[config.mk]
export PLATFORM = sky130hd
export DESIGN_NAME = dff_bist
export DESIGN_NICKNAME = d
export VERILOG_FILES = /design/src/rtl/dff_bist_pkg.sv /design/src/rtl/dff_bist_lfsr.sv /design/src/rtl/dff_bist.sv
export SDC_FILE = /design/constraint.sdc
export NUM_CORES = 1
export LEC_CHECK = 0
export ABC_AREA = 1
export BUFFER_PORTS_ARGS = -buffer_cell sky130_fd_sc_hd__buf_2
export CAP_MARGIN = 20
export CORE_MARGIN = 10
export CORE_UTILIZATION = 31
export CTS_BUF_LIST = sky130_fd_sc_hd__clkbuf_2
export DETAILED_ROUTE_END_ITERATION = 8
export MAX_ROUTING_LAYER = met4
export SYNTH_ARGS = -nofsm -noshare
export SYNTH_HDL_FRONTEND = slang
export SYNTH_HIERARCHICAL = 1
export SYNTH_SLANG_ARGS = --single-unit
[constraint.sdc]
create_clock -name clk -period 4.4 [get_ports clk]
set_input_delay 0.22 -clock clk [delete_from_list [all_inputs] [get_ports clk]]
set_output_delay 0.22 -clock clk [all_outputs]
set_load 0.005 [all_outputs]
[src/rtl/dff_bist_pkg.sv]
// Shared types and constants for the flip-flop BIST controller: FSM state
// encoding, default LFSR seed and the feedback tap mask.
package dff_bist_pkg;

    typedef enum logic [2:0] {
        IDLE    = 3'd0,
        RST_DUT = 3'd1,
        RUN     = 3'd2,
        DRAIN   = 3'd3,
        DONE    = 3'd4
    } state_e;

    localparam logic [7:0] DEFAULT_SEED = 8'hA5;
    localparam logic [7:0] TAP_MASK     = 8'hB8;

    // XOR of the tapped bits (7, 5, 4, 3) becomes the new bit 0.
    function automatic logic lfsr_feedback(input logic [7:0] value);
        return ^(value & TAP_MASK);
    endfunction

endpackage

[src/rtl/dff_bist_lfsr.sv]
// 8-bit Fibonacci LFSR producing the stimulus pattern, MSB first.
// sout is the current MSB; sout_next is the MSB the register will hold next.
module dff_bist_lfsr
    import dff_bist_pkg::*;
#(
    parameter logic [7:0] SEED = DEFAULT_SEED
) (
    input  logic clk,
    input  logic reset,
    input  logic load,
    input  logic enable,
    output logic sout,
    output logic sout_next
);

    logic [7:0] lfsr_q;
    logic [7:0] lfsr_d;

    // Next-value selection: load wins over shift.
    always_comb begin
        lfsr_d = lfsr_q;
        if (load) begin
            lfsr_d = SEED;
        end else if (enable) begin
            lfsr_d = {lfsr_q[6:0], lfsr_feedback(lfsr_q)};
        end else begin
            lfsr_d = lfsr_q;
        end
    end

    // State register; reset parks the LFSR on its seed.
    always_ff @(posedge clk) begin
        if (!reset) begin
            lfsr_q <= SEED;
        end else begin
            lfsr_q <= lfsr_d;
        end
    end

    assign sout      = lfsr_q[7];
    assign sout_next = lfsr_d[7];

endmodule

[src/rtl/dff_bist.sv]
// BIST controller for a single D flip-flop: resets it, drives an LFSR pattern
// into d, checks q one cycle later and reports a saturating mismatch count.
module dff_bist
    import dff_bist_pkg::*;
#(
    parameter int         LEN_W = 8,
    parameter logic [7:0] SEED  = DEFAULT_SEED
) (
    input  logic             clk,
    input  logic             reset,
    input  logic             start,
    input  logic [LEN_W-1:0] len,
    output logic             dut_reset,
    output logic             d_out,
    input  logic             q_in,
    output logic             busy,
    output logic             done,
    output logic             pass,
    output logic [LEN_W-1:0] err_count
);

    localparam logic [LEN_W-1:0] ALL_ZERO = {LEN_W{1'b0}};
    localparam logic [LEN_W-1:0] ALL_ONES = {LEN_W{1'b1}};
    localparam logic [LEN_W-1:0] ONE      = {{(LEN_W-1){1'b0}}, 1'b1};

    state_e           state_q, state_d;
    logic [LEN_W-1:0] len_q, len_d;
    logic [LEN_W-1:0] cnt_q, cnt_d;
    logic [LEN_W-1:0] err_q, err_d;
    logic             exp_q, exp_d;
    logic             exp_vld_q, exp_vld_d;
    logic             busy_q, busy_d;
    logic             done_q, done_d;
    logic             pass_q, pass_d;
    logic             dut_reset_q, dut_reset_d;
    logic             d_out_q, d_out_d;
    logic             lfsr_load_s, lfsr_en_s, lfsr_out_s, lfsr_next_s;
    logic             mism_s;

    dff_bist_lfsr #(.SEED(SEED)) u_lfsr (
        .clk       (clk),
        .reset     (reset),
        .load      (lfsr_load_s),
        .enable    (lfsr_en_s),
        .sout      (lfsr_out_s),
        .sout_next (lfsr_next_s)
    );

    // FSM next state, counters, comparison and next values of the registered outputs.
    always_comb begin
        state_d     = state_q;
        len_d       = len_q;
        cnt_d       = cnt_q;
        exp_d       = exp_q;
        exp_vld_d   = exp_vld_q;
        pass_d      = pass_q;
        lfsr_load_s = 1'b0;
        lfsr_en_s   = 1'b0;
        mism_s      = 1'b0;
        err_d       = err_q;

        case (state_q)
            IDLE: begin
                if (start) begin
                    state_d     = RST_DUT;
                    len_d       = len;
                    cnt_d       = ALL_ZERO;
                    err_d       = ALL_ZERO;
                    pass_d      = 1'b0;
                    exp_vld_d   = 1'b0;
                    lfsr_load_s = 1'b1;
                end else begin
                    state_d = IDLE;
                end
            end
            RST_DUT: begin
                if (cnt_q == ALL_ZERO) begin
                    cnt_d = ONE;
                end else begin
                    mism_s = q_in;
                    if (len_q != ALL_ZERO) begin
                        state_d = RUN;
                        cnt_d   = len_q - ONE;
                    end else begin
                        state_d = DRAIN;
                    end
                end
            end
            RUN: begin
                // exp holds the bit driven this cycle; q shows it one cycle later.
                lfsr_en_s = 1'b1;
                exp_d     = lfsr_out_s;
                exp_vld_d = 1'b1;
                mism_s    = exp_vld_q & (q_in ^ exp_q);
                if (cnt_q == ALL_ZERO) begin
                    state_d = DRAIN;
                end else begin
                    cnt_d = cnt_q - ONE;
                end
            end
            DRAIN: begin
                mism_s  = exp_vld_q & (q_in ^ exp_q);
                state_d = DONE;
            end
            DONE: begin
                state_d = IDLE;
            end
            default: begin
                state_d = IDLE;
            end
        endcase

        err_d  = (mism_s && (err_q != ALL_ONES)) ? (err_q + ONE) : err_d;
        pass_d = (state_q == DRAIN) ? (err_d == ALL_ZERO) : pass_d;

        busy_d      = (state_d != IDLE);
        done_d      = (state_d == DONE);
        dut_reset_d = (state_d != RST_DUT);
        case (state_d)
            RST_DUT: d_out_d = 1'b1;
            RUN:     d_out_d = lfsr_next_s;
            default: d_out_d = 1'b0;
        endcase
    end

    // All state and output registers; reset aborts any test without a done pulse.
    always_ff @(posedge clk) begin
        if (!reset) begin
            state_q     <= IDLE;
            len_q       <= ALL_ZERO;
            cnt_q       <= ALL_ZERO;
            err_q       <= ALL_ZERO;
            exp_q       <= 1'b0;
            exp_vld_q   <= 1'b0;
            busy_q      <= 1'b0;
            done_q      <= 1'b0;
            pass_q      <= 1'b0;
            dut_reset_q <= 1'b0;
            d_out_q     <= 1'b0;
        end else begin
            state_q     <= state_d;
            len_q       <= len_d;
            cnt_q       <= cnt_d;
            err_q       <= err_d;
            exp_q       <= exp_d;
            exp_vld_q   <= exp_vld_d;
            busy_q      <= busy_d;
            done_q      <= done_d;
            pass_q      <= pass_d;
            dut_reset_q <= dut_reset_d;
            d_out_q     <= d_out_d;
        end
    end

    assign busy      = busy_q;
    assign done      = done_q;
    assign pass      = pass_q;
    assign err_count = err_q;
    assign dut_reset = dut_reset_q;
    assign d_out     = d_out_q;

endmodule

# After elaboration in Yosys (flattened, before gate mapping)
# Cells that the tools add are included.
# totals
output_inout_bits	13
input_bits	12
wordCells	72
reg_bits	42
# op_classes
reduce_logical	17
n_bitwise	3
n_mux	25
n_eq_ne	11
add_sub_neg	3
# op_table
op	count
2-to-1 mux 8 bit	9
case mux 8 bit (3 select lines)	1
zero test 8 bit	2
subtractor 8 x 1 -> 8 bit, second input constant	2
case mux 3 bit (4 select lines)	1
equality test 3 x 2 -> 1 bit, second input constant	3
2-to-1 mux 1 bit	9
adder 8 x 1 -> 8 bit, second input constant	1
!= test 8 bit, second input constant	1
nonzero test 8 bit	1
XOR reduction 8 bit	1
equality test 3 x 1 -> 1 bit, second input constant	2
2-to-1 mux 3 bit	2
case mux 1 bit (2 select lines)	3
AND reduction 2 bit	3
nonzero test 2 bit	3
nonzero test 3 bit	2
!= test 2 bit, second input constant	2
AND reduction 4 bit	1
OR reduction 2 bit	2
equality test 3 bit, second input constant	1
zero test 3 bit	1
!= test 3 x 1 -> 1 bit, second input constant	1
!= test 3 bit, second input constant	1
4 further kinds	4

# Depth between registers and ports, before layout
# Gate-level depths: netlist of the first run.
# logic_depth
depth_word	7
ltp_mapped	15
mapped_depth_nobuf	15

# Modules after synthesis
# Netlist of the first run, hierarchy kept.
# by_module_without_submodules
module	area_each_um2	instances	cells_per_inst	seq_area_each_um2
dff_bist	1841.8	1	256	680.7
dff_bist_lfsr	359.1	1	52	160.2

# Least setup slack after synthesis of the first run
# Ideal clock, no wire load.
# synth_timing
path_kind	register to register
startpoint	register cnt_q[0]
endpoint	register cnt_q[6]
stages_incl_launch_ff	14
slack_ns	2.728
n_path_buf	0
setup_ns	0.119
required_ns	4.281
synth_period_minus_slack_ns	1.672
t_arrival_ns	1.553
path_cell_list	dfxtp_1 -> inv_1 -> ha_1 -> nand2_1 -> nor2_1 -> nand2_1 -> inv_1 -> nor2_4 -> inv_2 -> o21ai_4 -> nor2_4 -> inv_6 -> a211oi_1 -> nor2_1
# synth_between
elab_chain_cells	3
elab_cells_between_ends	8
classes_between	1 x add/sub; 2 x eq/ne; 3 x mux; 2 x reduce/logical
# synth_rtl
item	line_no	source
from (decl)	dff_bist.sv:28	logic [LEN_W-1:0] cnt_q, cnt_d;
from (signal assigned)	dff_bist.sv:143	cnt_q <= cnt_d;
subtractor 8 x 1 -> 8 bit / zero test 8 bit (equally long branches)	dff_bist.sv:98, dff_bist.sv:77, dff_bist.sv:95	
2-to-1 mux 8 bit (tied with other cells)	dff_bist.sv:95	if (cnt_q == ALL_ZERO) begin
case mux 8 bit (3 select lines) / AND reduction 4 bit (equally long branches)	-	
# Parallel ways exist; a longest one is shown, timed or not. The select of a mux whose other input is x is not followed.
# A chain may end at the register's enable or synchronous reset.

# Worst setup path after layout of the first run
# layout_timing
startpoint	register state_q[2]
endpoint	register cnt_q[6]
# layout_between
elab_chain_cells	3
elab_cells_between_ends	9
classes_between	5 x eq/ne; 1 x mux; 3 x reduce/logical
# layout_rtl
item	line_no	source
from (decl)	dff_bist.sv:26	state_e state_q, state_d;
from (signal assigned)	dff_bist.sv:141	state_q <= state_d;
equality test 3 x 1 -> 1 bit (tied with other cells)	dff_bist.sv:62	case (state_q)
!= test 3 bit (no line) (tied with other cells)	-	
AND reduction 4 bit (no line)	-	
# Parallel ways exist; a longest one is shown, timed or not.

==> out/qor.yml, run 1 <==
logic_synthesis:
  yosysWarnings: 6
  ys_seq_elements: 42
  yosysSeqAreaShare_pct: 38.2
  synthesis.nets: 324
  synth_area_sq_um: 2200
  synth_largest_area_cell: "dfxtp_1"
  synth.area.top_cells: "dfxtp_1 38%, nand2_1 9.7%, nor2_1 7.0%, a21oi_1 5.7%, nand3_1 5.5%"
  synth_cell_types: 35
  synth_edf_count: 0
  ys_async_sr_fraction_pct: 0
  synthFlopType: "dfxtp_1"
  synthCells: 308
  avgSynthCellArea_sq_um: 7.15
  synth_top_cell_area_share_pct: 38.2
setup_path:
  crit_path_max_fanout: 24
  rr_startpoint: "state_q[2]"
  path_class: "reg2reg"
  crit_start: "state_q[2]"
  startpoint_type: "flip-flop"
  critPathCaptureType: "flip-flop"
  crit_arrival_ns: 2.34
  required_ns: 4.74
power:
  p_clk_share_pct: 15.2
  power.switching_uw: 627
  p_sw_share_pct: 44.1
  internal_power_uw: 794
  power_density_nw_per_um2: 574
  peakVddDrop_uv: 229
  combPwrFrac_pct: 47.1
  p_seq_share_pct: 37.7
  p_leak_nw: 1.09
global_routing:
  antenna_found_initial: 1
  grt_pass1_wl_um: 8500
  first_global_vias: 1903
  grtUsageTotal_pct: 9.36
  grt_start_max_net_pins: 25
  grt-ovfl-total: 0
sta:
  skew_ns: 0.0191
  period_share_pct: 45.6
  finalMaxSlewViolations: 0
  grt_setup_unrepaired: "no"
  setup_viol: 0
  worst_pin_slew_ns: 0.534
  finalHoldViolations: 0
  relSlewSlack_pct: 64.2
  fmax_mhz: 499
  min_period_ns: 2.01
  setup_tns_ns: 0
clock_network:
  cts_resized: 0
  clock_path_buffers: 2
  numCtsBuffers: 5
  cts.clk_slew.worst_paths_ns: 0.21
  ctsHtreeMaxLevel: 2
  post-cts-setup-buffers: 0
  clk_latency_ns: 0.41
  cts_num_sinks: 42
  cts_tree: "yes"
  cts_root_buffer: "clkbuf_2"
  cts_hold_buf: 0
final_layout:
  drive_above_1_share_pct: 17.4
  final_common_cell: "nand2_1"
  final_nets: 350
  area_growth_pct: 12.5
  stdcell_count: 431
  final_cell_mix: "57 x nand2_1, 42 x dfxtp_1, 41 x nor2_1"
min_path:
  hold_path_class: "in2reg"
  holdCritStartpoint: "len[2]"
floorplan:
  die_width_um: 104
  io_pins: 25
  core_area_sq_um: 6830
  row_count: 30
  die_h_um: 104
  die-area_sq_um: 10900
  initial_core_util_pct: 32.2
routing:
  wire_per_inst_um: 11.3
  drc_errors: 0
  wl_um: 4850
  dr.first_iter.drc_count: 122
  antenna_left: 0
  vias_per_cell: 4.48
  vias: 1933
  first_pass_iters: 4
run_status:
  outcome: "finished clean"
place:
  dp_hpwl_um: 3700
  gp_congestion: 0.837
  portBuffers: 24
  place_inst: 423
run:
  maxCapViolCount: 0
==> cells in the mapped netlist (2+ instances only) <==
| library cell | number |
|---|---|
| dfxtp_1 | 42 |
| a21oi_1 | 25 |
| o22ai_1 | 3 |
| a31oi_1 | 2 |
| o21ai_2 | 2 |
| clkinv_1 | 2 |
| nand2_4 | 2 |
| clkbuf_1 | 2 |
| nor2_1 | 41 |
| nand2_1 | 57 |
| nand3_1 | 24 |
| nor3_4 | 2 |
| inv_2 | 9 |
| xor2_1 | 10 |
| nor2_4 | 3 |
| nand3_2 | 2 |
| o21ai_1 | 6 |
| inv_1 | 31 |
| ha_1 | 4 |
| xnor2_1 | 3 |
| o21ai_0 | 22 |
==> sequential cells by signal, indices dropped and copies added (netlist names) <==
| name | cells |
|---|---|
| cnt_q | 8 |
| err_count | 8 |
| len_q | 8 |
| u_lfsr/lfsr_q | 8 |
| state_q | 3 |
| busy | 1 |
| d_out | 1 |
| done | 1 |
| dut_reset | 1 |
| exp_q | 1 |
| exp_vld_q | 1 |
| pass | 1 |
==> power groups by stage <==
| stage | clock network [mW] | registers [mW] | logic [mW] |
|---|---|---|---|
| after floorplan | 0 | 0.534 | 0.533 |
| after global placement | 0 | 0.543 | 0.669 |
| after detailed placement | 0 | 0.544 | 0.671 |
| after CTS | 0.222 | 0.536 | 0.673 |
| after global routing | 0.240 | 0.549 | 0.768 |
| final | 0.216 | 0.535 | 0.669 |
==> cell families after synthesis <==
kind of cell             after synthesis  synth area share [%]
AND/OR/NAND/NOR                      137                  29.5
AO/OA/AOI/OAI                         63                  15.7
buffers and inverters                 49                  9.10
flip-flops                            42                  38.2
XOR/XNOR                              13                  5.17
adder cells (fa/ha/maj)                4                  2.27
==> metrics by stage <==
stage               area, sq um  power, mW  hold WS, ns  worst slack [ns]  util, %
finish                     2470       1.42       0.0420              2.39     36.2
global route               2470       1.56       0.0365              2.14     36.2
CTS                        2470       1.43       0.0286              2.37     36.2
detailed placement         2410       1.21        0.454              2.40     35.3
global placement           2410       1.21        0.449              2.42     35.3
floorplan                  2200       1.07        0.305              2.73        -
==> metal layers <==
metal / part of all wire (%) / vias to the layer above / track usage, %
met5: 0 / - / -
met4: 1.8 / 0 / 4.27
met3: 2.8 / 8 / 1.61
met2: 45 / 34 / 14.5
met1: 51 / 850 / 11.6
li1: - / 1041 / -
==> layout make-up <==
class,instances,area [sq um]
flip-flops and latches,42,841
repair buffers,24,120
diodes,1,2.50
clock inverters,2,33.8
inverters,44,173
multi-input cells,217,1160
clock buffers,5,25.0
fillers,772,4360
well taps,96,120
==> worst max-delay path, cell delays in order (launching register included) <==
cell      delay (ns)
dfxtp_1         0.39
nor2_1          0.13
nand3_2         0.36
inv_1           0.38
nor3_2          0.13
nor2_4          0.23
inv_6           0.07
a211oi_1        0.17
nor2_1          0.06
==> final timing paths <==
kind	end	slack [ns]	depth (start not counted)
hold / removal	len_q[2]	0.04	3
setup reg to reg	cnt_q[6]	2.39	8
hold reg to reg	u_lfsr/lfsr_q[1]	0.47	2
setup / recovery	cnt_q[6]	2.39	8
Note: power is estimated with default switching activity, not from simulation.
==> inputs of run 2 (changes only) <==
--- a/config.mk
+++ b/config.mk
@@ -5,7 +5,7 @@
 export SDC_FILE = /design/constraint.sdc
 export NUM_CORES = 1
 export LEC_CHECK = 0
-export ABC_AREA = 1
+export ABC_AREA = 0
 export BUFFER_PORTS_ARGS = -buffer_cell sky130_fd_sc_hd__buf_2
 export CAP_MARGIN = 20
 export CORE_MARGIN = 10
==> constraint.sdc (replaced) <==
create_clock -name clk -period 1.6 [get_ports clk]
set_input_delay 0.08 -clock clk [delete_from_list [all_inputs] [get_ports clk]]
set_output_delay 0.08 -clock clk [all_outputs]
set_load 0.005 [all_outputs]
==> run 2 against run 1 <==
Net effect: the flow now finishes with violations (negative setup slack); fmax grew 4.2%; first-iteration DRC count fell by 4.1%; synthesized area grew 2.6%; global-route usage is 2.8 points higher; sequential power rose to 2.7 times the previous value; non-clock buffer count grew 93; final area increased by 40%; critical endpoint is now cnt_q[0].
==> out/qor.yml, run 2 <==
run_status:
  outcome: "complete, but fails checks"
  violations: "negative setup slack"
place:
  portBuffers: 24
  gp_congestion: 0.904
  place_ws_ns: -0.326
  placed_area_sq_um: 3050
  place_inst: 452
  dp_hpwl_um: 4670
sta:
  finalHoldViolations: 0
  worst_pin_slew_ns: 0.357
  fin_ws_ns: -0.325
  min_period_ns: 1.92
  skew_ns: 0.0387
  fmax_mhz: 520
  relSlewSlack_pct: 76.1
  finalMaxSlewViolations: 0
  setup_viol: 20
  period_share_pct: 120
  grt_setup_unrepaired: "yes"
floorplan:
  core_area_sq_um: 7180
  die_width_um: 105
  initial_core_util_pct: 31.5
  die_h_um: 105
  row_count: 31
  io_pins: 25
  die-area_sq_um: 11100
logic_synthesis:
  ys_async_sr_fraction_pct: 0
  synthFlopType: "dfxtp_1"
  synthCells: 272
  synth.area.top_cells: "dfxtp_1 37%, a21oi_1 6.4%, nand2_1 5.5%, nor2_1 3.2%, xnor2_1 3.1%"
  synth_common_cells: "42 x dfxtp_1, 33 x nand2_1, 29 x a21oi_1"
  synth_most_common_cell: "dfxtp_1"
  synth_top_cell_area_share_pct: 37.3
  synth_cell_types: 57
  synth_area_sq_um: 2260
  ys_seq_elements: 42
  yosysWarnings: 6
  synth_edf_count: 0
  avgSynthCellArea_sq_um: 8.30
  synthesis.nets: 288
  synth_largest_area_cell: "dfxtp_1"
  yosysSeqAreaShare_pct: 37.3
setup_path:
  required_ns: 1.99
  cp_cell_sequence: "inv_2 > ha_4 > nor4b_4 > nand2_4 > mux2i_4 > o311ai_4 > or3_1 > a21oi_2"
  critPathCaptureType: "flip-flop"
  cp_top_family: "simple AND/OR/NAND/NOR gates"
  crit_path_max_fanout: 5
  crit_arrival_ns: 2.31
  crit_buf_inv: 1
  critPathSlowestCell: "dfxtp_2"
  startpoint_type: "flip-flop"
  slowest_delay_ns: 0.39
  path_class: "reg2reg"
routing:
  dr.first_iter.drc_count: 117
  first_pass_iters: 5
  vias: 2349
  vias_per_cell: 4.85
  drc_errors: 0
  antenna_left: 0
  wire_per_inst_um: 13.3
  wl_um: 6430
final_layout:
  diodes: 0
  stdcell_count: 484
  postLayoutCellArea_sq_um: 3480
  final_util_pct: 48.4
  drive_above_1_share_pct: 43.4
  final_common_cell: "buf_4"
  final_nets: 400
  final_cell_mix: "71 x buf_4, 36 x dfxtp_1, 31 x nand2_1"
  area_growth_pct: 54.0
power:
  p_leak_nw: 1.41
  power_density_nw_per_um2: 1600
  p_total_mw: 5.57
  peakVddDrop_uv: 610
clock_network:
  cts_num_sinks: 42
  cts_tree: "yes"
  numCtsBuffers: 5
  clk_latency_ns: 0.43
  cts_root_buffer: "clkbuf_2"
  clock_path_buffers: 2
  cts.clk_slew.worst_paths_ns: 0.26
  ctsHtreeMaxLevel: 2
global_routing:
  antenna_found_initial: 0
  grt_pass1_wl_um: 11200
  grtUsageTotal_pct: 12.2
  grt_start_max_net_pins: 16
  first_global_vias: 2433
  grt-ovfl-total: 0
run:
  maxCapViolCount: 0
min_path:
  hold_path_class: "in2reg"
-- run 2: changes by cell type in the layout (fill, tap and decap cells not counted), moves of 7 or more --
cell and change:
buf_4 +71, nand2_1 -26, nor2_1 -24, inv_1 -21, nand3_1 -18, o21ai_0 -14
buf_6 +9, dlygate4sd3_1 +9, xor2_1 -9, nor3_1 +8, nand2b_1 +7
-- run 2: report_power, final --
group          internal [mW]  switching (mW)
registers               1.28           0.158
logic                   1.95            1.67
clock network          0.112           0.405
-- run 2: cells by family (layout without fill, tap and decap cells) --
group / count (synthesis) / after routing / share of synthesized area (%)
compound gates: 73 / 73 / 21.2
fa+ha+maj: 4 / 4 / 2.22
simple gates: 110 / 110 / 26.4
xor+xnor: 9 / 9 / 3.49
mux: 7 / 7 / 3.66
flops: 42 / 42 / 37.3
buf+inv: 27 / 140 / 5.76
-- run 2: through the flow --
stage               setup TNS [ns]  hold slack, ns
detailed placement           -4.65           0.332
floorplan                    -2.72           0.208
finish                       -4.46          0.0423
CTS                          -4.54          0.0116
global route                 -6.38          0.0149
global placement             -4.01           0.325
-- run 2: cell type report --
type | instances | area, sq um
clock buffer | 5 | 25.0
clock inverter | 3 | 23.8
fill | 669 | 3700
inverter | 15 | 61.3
multi-input combinational | 203 | 1470
sequential | 42 | 853
tap | 99 | 124
timing repair buffer | 117 | 915
-- run 2: routing by layer --
| layer | wire length [um] | share of wire (%) | GRT usage [%] | vias up |
|---|---|---|---|---|
| met5 | 0 | 0 | - | - |
| met4 | 139 | 2.2 | 4.90 | 0 |
| met3 | 163 | 2.5 | 2.31 | 12 |
| met2 | 2970 | 46 | 19.8 | 39 |
| met1 | 3160 | 49 | 14.5 | 1107 |
| li1 | - | - | - | 1191 |
-- run 2: worst paths after layout --
check	start	end	slack, ns	cells past startpoint
setup / recovery	cnt_q[0]	cnt_q[0]	-0.32	8
hold / removal	start	cnt_q[0]	0.04	4
setup reg to reg	cnt_q[0]	cnt_q[0]	-0.32	8
hold reg to reg	exp_q	exp_q	0.49	2
-- run 2: worst register-to-register path, cell delays in order, from the launching register on --
cell and delay [ns]:
dfxtp_2 0.39, inv_2 0.07, ha_4 0.13, nor4b_4 0.26
nand2_4 0.13, mux2i_4 0.23, o311ai_4 0.17, or3_1 0.35
a21oi_2 0.16
-- run 2: repair_timing --
item	in CTS	in global routing
setup endpoints to repair	37	34
hold buffers	9	0
endpoints found under the hold margin	10	0
resized for setup	25	19
pin swaps	14	10
buffers inserted	13	4
==> inputs of run 3 (changes only) <==
--- a/config.mk
+++ b/config.mk
@@ -12,8 +12,10 @@
 export CORE_UTILIZATION = 31
 export CTS_BUF_LIST = sky130_fd_sc_hd__clkbuf_2
 export DETAILED_ROUTE_END_ITERATION = 8
+export HOLD_SLACK_MARGIN = 0.06
 export MAX_ROUTING_LAYER = met4
 export SYNTH_ARGS = -nofsm -noshare
 export SYNTH_HDL_FRONTEND = slang
 export SYNTH_HIERARCHICAL = 1
 export SYNTH_SLANG_ARGS = --single-unit
+export TNS_END_PERCENT = 30
==> run 3 against run 2 <==
Net effect: the run still ends with negative setup slack left; register-to-register slack better by 0.03 ns; clock power down 7.9%; die area unchanged; utilization down 3.5 points; combinational power down 9.9%; global-route usage down 0.55 points; final area down 7.2%; critical endpoint is now err_count[2]; highest routed layer unchanged.
==> out/qor.yml, run 3 (synthesis gave the netlist of run 2 again) <==
routing:
  drc_errors: 0
  wl_um: 6220
  first_pass_iters: 4
  dr.first_iter.drc_count: 94
  vias_per_cell: 4.77
  antenna_left: 0
  vias: 2219
  wire_per_inst_um: 13.4
clock_network:
  cts_root_buffer: "clkbuf_2"
  cts.clk_slew.worst_paths_ns: 0.22
  ctsHtreeMaxLevel: 2
  cts_tree: "yes"
  clk_latency_ns: 0.42
  numCtsBuffers: 5
  cts_num_sinks: 42
  clock_path_buffers: 2
global_routing:
  grtUsageTotal_pct: 11.6
  grt_start_max_net_pins: 26
  antenna_found_initial: 0
  grt-ovfl-total: 0
  grt_pass1_wl_um: 10400
  first_global_vias: 2131
setup_path:
  cp_top_family: "simple AND/OR/NAND/NOR gates"
  startpoint_type: "flip-flop"
  crit_arrival_ns: 2.24
  critPathCaptureType: "flip-flop"
  cp_cell_sequence: "inv_2 > ha_4 > nor4b_4 > nand2_4 > a31oi_4 > nor2_4 > buf_12 > and3_4 > o21a_1"
  required_ns: 1.95
  critPathSlowestCell: "dfxtp_2"
  crit_path_max_fanout: 7
  path_class: "reg2reg"
  slowest_delay_ns: 0.38
  crit_buf_inv: 2
sta:
  setup_tns_ns: -3.86
  finalMaxSlewViolations: 0
  setup_viol: 19
  grt_setup_unrepaired: "yes"
  worst_pin_slew_ns: 0.335
  skew_ns: 0.00936
  fmax_mhz: 529
  min_period_ns: 1.89
  period_share_pct: 118
  finalHoldViolations: 0
  fin_ws_ns: -0.291
  relSlewSlack_pct: 77.4
power:
  p_total_mw: 5.13
  p_leak_nw: 1.29
  power_density_nw_per_um2: 1590
  peakVddDrop_uv: 490
final_layout:
  final_cell_mix: "60 x buf_4, 37 x dfxtp_1, 32 x nand2_1"
  drive_above_1_share_pct: 37.4
  postLayoutCellArea_sq_um: 3230
  diodes: 0
  final_nets: 381
  area_growth_pct: 42.9
  final_common_cell: "buf_4"
floorplan:
  die_width_um: 105
  io_pins: 25
  core_area_sq_um: 7180
  initial_core_util_pct: 31.5
  die_h_um: 105
  die-area_sq_um: 11100
  row_count: 31
run_status:
  outcome: "complete, but fails checks"
  violations: "negative setup slack"
place:
  portBuffers: 24
  dp_hpwl_um: 4660
  placed_area_sq_um: 2980
  gp_congestion: 0.836
  place_ws_ns: -0.316
run:
  maxCapViolCount: 0
min_path:
  hold_path_class: "in2reg"
[run 3: layer usage]
layer	GRT usage, %	vias up	share of wire, %
li1	-	1157	-
met1	13.4	1029	46
met2	19.9	27	50
met3	2.01	6	2.1
met4	4.12	0	1.4
met5	-	-	0
[run 3: final cells by class]
| cell class | count | area [sq um] |
|---|---|---|
| clock buffers | 5 | 25.0 |
| well taps | 99 | 124 |
| flip-flops and latches | 42 | 847 |
| inverters | 15 | 61.3 |
| fillers | 736 | 3950 |
| repair buffers | 98 | 738 |
| multi-input cells | 203 | 1410 |
| clock inverters | 3 | 16.3 |
[run 3: through the flow]
step | std cells | util, % | hold slack, ns
6_report | 465 | 45.0 | 0.169
5_1_grt | 465 | 45.0 | 0.167
4_1_cts | 464 | 44.1 | 0.161
3_5_place_dp | 444 | 41.5 | 0.333
3_3_place_gp | 444 | 41.5 | 0.324
2_1_floorplan | 272 | - | 0.216
[run 3: worst reg2reg max path, delay by kind of cell, from the launching register on]
family / cells / cell delay [ns]
AOI/OAI and AO/OA: 2 / 0.50
DFF: 1 / 0.38
and+or+nand+nor: 4 / 0.61
buffers and inverters: 2 / 0.21
adders and majority gates: 1 / 0.13
[run 3: repair_timing]
action                                  4_1_cts  5_1_grt
gates resized for setup                      11       13
buffers inserted                              3        1
hold buffers                                  9        0
endpoints found under the hold margin         9        0
pin swaps                                    10        2
endpoints found under the setup margin       30       31
[run 3: power breakdown]
group	total [mW]	internal, mW	switching [mW]	leakage, nW
combinational	3.26	1.67	1.59	0.917
sequential	1.40	1.27	0.129	0.344
clock	0.476	0.0995	0.376	0.0264
[run 3: path summary, 6_finish.rpt]
path,startpoint,end,slack [ns],cells past startpoint
worst max-delay path,cnt_q[1],err_count[2],-0.29,9
worst min register to register,exp_q,exp_q,0.49,2
worst min-delay path,start,cnt_q[0],0.17,5
worst max register to register,cnt_q[1],err_count[2],-0.29,9
